**src/rtl/maxnet_if.sv**
```systemverilog
// Start/done handshake, memory read port and result bus of the Maxnet engine.
// master = host side (drives start and read data), slave = engine side.
interface maxnet_if #(
    parameter int W  = 16,
    parameter int AW = 2,
    parameter int IW = 6
);
    logic          start;
    logic          mem_rd;
    logic [AW-1:0] mem_addr;
    logic [W-1:0]  mem_data;
    logic          busy;
    logic          done;
    logic          valid_winner;
    logic [AW-1:0] winner_idx;
    logic [W-1:0]  winner_val;
    logic [IW-1:0] iter_count;
    logic          timeout;

    modport master (
        output start, mem_data,
        input  mem_rd, mem_addr, busy, done, valid_winner,
               winner_idx, winner_val, iter_count, timeout
    );

    modport slave (
        input  start, mem_data,
        output mem_rd, mem_addr, busy, done, valid_winner,
               winner_idx, winner_val, iter_count, timeout
    );
endinterface

```
**src/rtl/maxnet_engine.sv**
```systemverilog
// Maxnet winner-take-all engine: loads N activations from a synchronous memory and
// iterates lateral inhibition until at most one neuron survives or MAX_ITER is reached.
//
// state    | meaning
// IDLE     | wait for start; clears run state when start is accepted
// LOAD     | issue reads 0..N-1, capture word k-1 while reading k
// LAST     | capture the final word
// CHECK    | count nonzero neurons, decide done / timeout / update
// UPDATE   | one parallel inhibition step on all neurons
// DONE     | one-cycle done pulse, results registered
module maxnet_engine #(
    parameter int N        = 4,
    parameter int W        = 16,
    parameter int FRAC     = 8,
    parameter int EPS      = 51,
    parameter int MAX_ITER = 32,
    parameter int AW       = $clog2(N),
    parameter int IW       = $clog2(MAX_ITER + 1)
) (
    input logic     clk,
    input logic     rst,
    maxnet_if.slave bus
);
    localparam int SW = W + AW;
    localparam int PW = SW + 32;
    localparam int CW = $clog2(N + 1);

    typedef enum logic [2:0] {
        S_IDLE, S_LOAD, S_LAST, S_CHECK, S_UPDATE, S_DONE
    } state_t;

    state_t        state_q, state_d;
    logic [AW-1:0] addr_q, addr_d;
    logic [IW-1:0] iter_q, iter_d;
    logic [W-1:0]  a_q [N];
    logic [W-1:0]  a_d [N];
    logic          valid_q, valid_d;
    logic [AW-1:0] idx_q, idx_d;
    logic [W-1:0]  val_q, val_d;
    logic          timeout_q, timeout_d;

    logic [SW-1:0] sum;
    logic [SW-1:0] diff;
    logic [PW-1:0] prod;
    logic [PW-1:0] pen;
    logic [CW-1:0] nz;
    logic [AW-1:0] w_idx;
    logic [W-1:0]  w_val;
    logic [W-1:0]  capt;

    always_ff @(posedge clk) begin
        if (rst) begin
            state_q   <= S_IDLE;
            addr_q    <= '0;
            iter_q    <= '0;
            valid_q   <= 1'b0;
            idx_q     <= '0;
            val_q     <= '0;
            timeout_q <= 1'b0;
            for (int i = 0; i < N; i++) a_q[i] <= '0;
        end else begin
            state_q   <= state_d;
            addr_q    <= addr_d;
            iter_q    <= iter_d;
            valid_q   <= valid_d;
            idx_q     <= idx_d;
            val_q     <= val_d;
            timeout_q <= timeout_d;
            a_q       <= a_d;
        end
    end

    always_comb begin
        state_d   = state_q;
        addr_d    = addr_q;
        iter_d    = iter_q;
        a_d       = a_q;
        valid_d   = valid_q;
        idx_d     = idx_q;
        val_d     = val_q;
        timeout_d = timeout_q;
        sum       = '0;
        diff      = '0;
        prod      = '0;
        pen       = '0;
        nz        = '0;
        w_idx     = '0;
        w_val     = '0;

        // All activations are non-negative, so the sum is taken unsigned.
        for (int i = 0; i < N; i++) begin
            sum = sum + SW'(a_q[i]);
            if (a_q[i] != '0) begin
                nz    = nz + CW'(1);
                w_idx = AW'(i);
                w_val = a_q[i];
            end
        end

        capt = bus.mem_data[W-1] ? '0 : bus.mem_data;

        case (state_q)
            S_IDLE: begin
                if (bus.start) begin
                    addr_d    = '0;
                    iter_d    = '0;
                    valid_d   = 1'b0;
                    idx_d     = '0;
                    val_d     = '0;
                    timeout_d = 1'b0;
                    for (int i = 0; i < N; i++) a_d[i] = '0;
                    state_d   = S_LOAD;
                end
            end
            S_LOAD: begin
                for (int i = 0; i < N - 1; i++) begin
                    if (addr_q == AW'(i + 1)) a_d[i] = capt;
                end
                if (addr_q == AW'(N - 1)) state_d = S_LAST;
                else                      addr_d  = addr_q + AW'(1);
            end
            S_LAST: begin
                a_d[N-1] = capt;
                state_d  = S_CHECK;
            end
            S_CHECK: begin
                if (nz <= CW'(1)) begin
                    valid_d = (nz == CW'(1));
                    idx_d   = w_idx;
                    val_d   = w_val;
                    state_d = S_DONE;
                end else if (iter_q == IW'(MAX_ITER)) begin
                    timeout_d = 1'b1;
                    state_d   = S_DONE;
                end else begin
                    state_d = S_UPDATE;
                end
            end
            S_UPDATE: begin
                // A penalty larger than the activation means the new value would be negative.
                for (int i = 0; i < N; i++) begin
                    diff = sum - SW'(a_q[i]);
                    prod = PW'(diff) * PW'(EPS);
                    pen  = prod >> FRAC;
                    if (pen > PW'(a_q[i])) a_d[i] = '0;
                    else                   a_d[i] = a_q[i] - pen[W-1:0];
                end
                iter_d  = iter_q + IW'(1);
                state_d = S_CHECK;
            end
            S_DONE:  state_d = S_IDLE;
            default: state_d = S_IDLE;
        endcase
    end

    assign bus.busy         = (state_q != S_IDLE);
    assign bus.done         = (state_q == S_DONE);
    assign bus.mem_rd       = (state_q == S_LOAD);
    assign bus.mem_addr     = (state_q == S_LOAD) ? addr_q : '0;
    assign bus.valid_winner = valid_q;
    assign bus.winner_idx   = idx_q;
    assign bus.winner_val   = val_q;
    assign bus.iter_count   = iter_q;
    assign bus.timeout      = timeout_q;
endmodule

```
**src/flat_wrapper.sv**
```systemverilog
// flat-port wrapper written by rule: the top's interface ports become plain ports
module maxnet_engine_flat 
#(
    parameter int N        = 4,
    parameter int W        = 16,
    parameter int FRAC     = 8,
    parameter int EPS      = 51,
    parameter int MAX_ITER = 32,
    parameter int AW       = $clog2(N),
    parameter int IW       = $clog2(MAX_ITER + 1)
)
  (clk, rst, bus_start, bus_mem_data, bus_mem_rd, bus_mem_addr, bus_busy, bus_done, bus_valid_winner, bus_winner_idx, bus_winner_val, bus_iter_count, bus_timeout);
  maxnet_if #(.W(W), .AW(AW), .IW(IW)) bus_i ();
  input logic clk;
  input logic rst;
  input wire logic [$bits(bus_i.start)-1:0] bus_start;
  input wire logic [$bits(bus_i.mem_data)-1:0] bus_mem_data;
  output wire logic [$bits(bus_i.mem_rd)-1:0] bus_mem_rd;
  output wire logic [$bits(bus_i.mem_addr)-1:0] bus_mem_addr;
  output wire logic [$bits(bus_i.busy)-1:0] bus_busy;
  output wire logic [$bits(bus_i.done)-1:0] bus_done;
  output wire logic [$bits(bus_i.valid_winner)-1:0] bus_valid_winner;
  output wire logic [$bits(bus_i.winner_idx)-1:0] bus_winner_idx;
  output wire logic [$bits(bus_i.winner_val)-1:0] bus_winner_val;
  output wire logic [$bits(bus_i.iter_count)-1:0] bus_iter_count;
  output wire logic [$bits(bus_i.timeout)-1:0] bus_timeout;
  assign bus_i.start = bus_start;
  assign bus_i.mem_data = bus_mem_data;
  assign bus_mem_rd = bus_i.mem_rd;
  assign bus_mem_addr = bus_i.mem_addr;
  assign bus_busy = bus_i.busy;
  assign bus_done = bus_i.done;
  assign bus_valid_winner = bus_i.valid_winner;
  assign bus_winner_idx = bus_i.winner_idx;
  assign bus_winner_val = bus_i.winner_val;
  assign bus_iter_count = bus_i.iter_count;
  assign bus_timeout = bus_i.timeout;
  maxnet_engine #(.N(N), .W(W), .FRAC(FRAC), .EPS(EPS), .MAX_ITER(MAX_ITER), .AW(AW), .IW(IW)) u_core (.clk(clk), .rst(rst), .bus(bus_i));
endmodule
```
**config.mk**
```make
export PLATFORM = sky130hd
export DESIGN_NAME = maxnet_engine_flat
export DESIGN_NICKNAME = d
export VERILOG_FILES = /design/src/rtl/maxnet_if.sv /design/src/rtl/maxnet_engine.sv /design/src/flat_wrapper.sv
export SDC_FILE = /design/constraint.sdc
export NUM_CORES = 1
export LEC_CHECK = 0
export BUFFER_PORTS_ARGS = -buffer_cell sky130_fd_sc_hd__buf_2
export CAP_MARGIN = 20
export CORE_ASPECT_RATIO = 2
export CORE_MARGIN = 2
export CORE_UTILIZATION = 55
export DETAILED_ROUTE_END_ITERATION = 8
export GPL_ROUTABILITY_DRIVEN = 0
export PLACE_DENSITY = 0.81
export REMOVE_ABC_BUFFERS = 1
export SLEW_MARGIN = 0
export SYNTH_ARGS = -nofsm -noshare
export SYNTH_HDL_FRONTEND = slang
export SYNTH_SLANG_ARGS = --single-unit
```
**constraint.sdc**
```tcl
create_clock -name clk -period 23.4 [get_ports clk]
set_input_delay 3.51 -clock clk [delete_from_list [all_inputs] [get_ports clk]]
set_output_delay 3.51 -clock clk [all_outputs]
set_load 0.05 [all_outputs]
```
==> flow_metrics.tcl <==
set metrics [dict create \
    routedWlPerCell_um 20.79 \
    drc_errors 0 \
    setup_viol 0 \
    ys_warn_count 0 \
    period_needed_ns 11.66 \
    hpwlAfterDp_mm 48.65 \
    cp_max_fo 9 \
    ys_ff_latch 95 \
    relSlewSlack 0.2204 \
    nets 2929 \
    avgSynthCellArea_um2 8.049 \
    die_y_um 267.5 \
    synth_async_sr_flop_share 0 \
    grt.total_usage 0.3316 \
    drt_iter0_drc 1234 \
    min_path_type "register to register" \
    antenna_found_initial 3 \
    synth_edf_count 0 \
    grt_pass1_vias 18350 \
    start_util 0.5580 \
    cts-resized-gates 0 \
    maxSlewViolCount 0 \
    outcome "complete, no violations" \
    dr_wl_met3_mm 3.632 \
    peakVddDrop_mv 0.06891 \
    min_from "u_core.bus.timeout" \
    totalWireLength_mm 59.39 \
    startpoint_type "register" \
    vias_per_cell 6.226 \
    drt_pass1_iterations 9 \
    die_x_um 135.8 \
    wl_met2_mm 29.39 \
    cp-startpoint "u_core.a_q[33]" \
    syn_area_um2 19100 \
    ios 50 \
    postCtsSetupBuffers 0 \
    max_freq_mhz 85.75 \
    synth-seq-area-share 0.09957 \
    cts.sinks 95 \
    critical_path_class "register to register" \
    endpoint_kind "register" \
    highest_layer "met5" \
    cp_data_required_time_ns 23.66 \
    cts_max_path_buffers 2 \
    holdBufCountCts 0 \
    drt.antenna.violating_nets 0 \
    synth_top_area_frac 0.2443 \
    grt_overflow 0 \
    finalCritPeriodShare 0.4983 \
    path_clk_slew_ns 0.07 \
    crit_family "adder cells" \
    crit_arrival_ns 11.92 \
    yosysUniqueCellTypes 75 \
    r2r_start "u_core.a_q[33]" \
    cts_made_buffers 9 \
    ys_top_cells_by_area "ha_1, fa_1, dfxtp_1, inv_1, a21oi_1" \
    slowest_stage "xnor2_1" \
    hold_viol 0 \
    synth_largest_area_cell "ha_1" \
    fp.dieArea_um2 36330 \
    grt_pass1_wl_mm 92.91 \
    cts_root_buffer "clkbuf_16" \
    crit_path_max_incr_delay_ns 0.90 \
    rsz0062_at_grt "false" \
    n_antenna_cell 0 \
    maxCapViolCount 0 \
    dr_total_vias 17790 \
    num_rows 96 \
    p_per_area_nw_per_um2 94.11 \
    tightest_slew_ns 1.161 \
    cts_tree "done" \
    core_area_um2 34230 \
    met1Wirelength_mm 19.31 \
    synthTopCellsByCount "inv_1, ha_1, a21oi_1" \
    cp_common_cell "inv_1" \
    worst_clock_skew_ns 0.009489 \
    p_leak_nw 10.26 \
    tns_ns 0 \
    area_delta_synth_final_pct 5.909 \
    portBuffers 49 \
    utilization 0.5909 \
    synth-main-ff-cell "dfxtp_1" \
    ctsHtreeMaxLevel 3 \
    worstSkewPairLatency_ns 0.37 \
    drive_gt1_frac 0.05050 \
    crit_buf_inv 6 \
    grt_max_degree 62 \
    synth.most_common_cell "inv_1" \
    syn_inst 2373 \
]
## per-stage QoR
stage	setup slack, ns	power (mW)	std cells	hold WS [ns]	instance area [um2]
2_1_floorplan	13.68	1.364	2331	0.4647	18920
3_3_place_gp	12.37	1.660	2835	0.4383	19830
3_5_place_dp	12.05	1.718	2835	0.4415	19830
4_1_cts	11.98	1.890	2851	0.4492	20160
5_1_grt	11.07	2.091	2857	0.4632	20230
6_report	11.74	1.904	2857	0.4472	20230
## area by class of cell
class | instances | area [um2]
multi-input cells | 1847 | 15560
fillers | 3007 | 14000
flip-flops and latches | 95 | 1902
inverters | 389 | 1460
well taps | 441 | 551.8
repair buffers | 69 | 420.4
clock buffers | 10 | 239.0
clock inverters | 6 | 92.59
## metal layers
metal  track usage  up-vias
li1              -     8292
met1        0.3179     8376
met2        0.5904      770
met3       0.05660      347
met4        0.3052        2
met5             0        -
## logic make-up after synthesis
group | count (synthesis) | synth area share
DFF | 95 | 0.09957
xor gates and xnor gates | 195 | 0.08981
AOI/OAI and AO/OA | 623 | 0.2113
buffers and inverters | 431 | 0.08588
adders and majority gates | 499 | 0.3764
and+or+nand+nor | 527 | 0.1355
muxes | 3 | 0.001572
## placed cells by master (no fill, tap or decap), types with 13 or more instances in the layout
master | Yosys | layout
a211oi_1 | 29 | 29
a21boi_0 | 21 | 21
a21o_1 | 43 | 43
a21oi_1 | 207 | 207
a222oi_1 | 13 | 13
a22o_1 | 32 | 32
and2_1 | 13 | 13
and3_1 | 21 | 21
buf_2 | 5 | 50
buf_4 | 0 | 17
dfxtp_1 | 95 | 95
fa_1 | 126 | 126
ha_1 | 373 | 373
inv_1 | 389 | 389
nand2_1 | 123 | 123
nand2b_1 | 22 | 22
nand3_1 | 34 | 34
nor2_1 | 138 | 138
nor2b_1 | 48 | 48
nor3_1 | 41 | 41
nor4_1 | 25 | 25
o21a_1 | 15 | 15
o21ai_0 | 135 | 135
o21bai_1 | 26 | 26
o31ai_1 | 14 | 13
or3_1 | 23 | 23
xnor2_1 | 118 | 118
xor2_1 | 76 | 76
## worst min-delay path, cell delays in order, from the launching register on
cell     delay [ns]
dfxtp_1        0.31
nand2_1        0.05
a21oi_1        0.05
## report_power, final
| part | switching [mW] | internal, mW | total [mW] |
|---|---|---|---|
| clock | 0.0685 | 0.0971 | 0.166 |
| combinational | 0.922 | 0.652 | 1.57 |
| sequential | 0.00194 | 0.162 | 0.164 |
| total | 0.993 | 0.911 | 1.90 |
## worst paths after layout
| path | end | slack (ns) | depth (start not counted) |
|---|---|---|---|
| min reg2reg | u_core.bus.timeout | 0.45 | 2 |
| min | u_core.bus.timeout | 0.45 | 2 |
| max | u_core.a_q[26] | 11.74 | 44 |
| max reg2reg | u_core.a_q[26] | 11.74 | 44 |
## registers in the layout, indices dropped and copies added, names as in the netlist
register and cells:
u_core.state_q 3, u_core.bus.winner_idx 2, u_core.bus.timeout 1, u_core.a_q 64, u_core.bus.iter_count 6, u_core.bus.winner_val 16
u_core.addr_q 2, u_core.bus.valid_winner 1
Power figures use the tool's default switching activity.
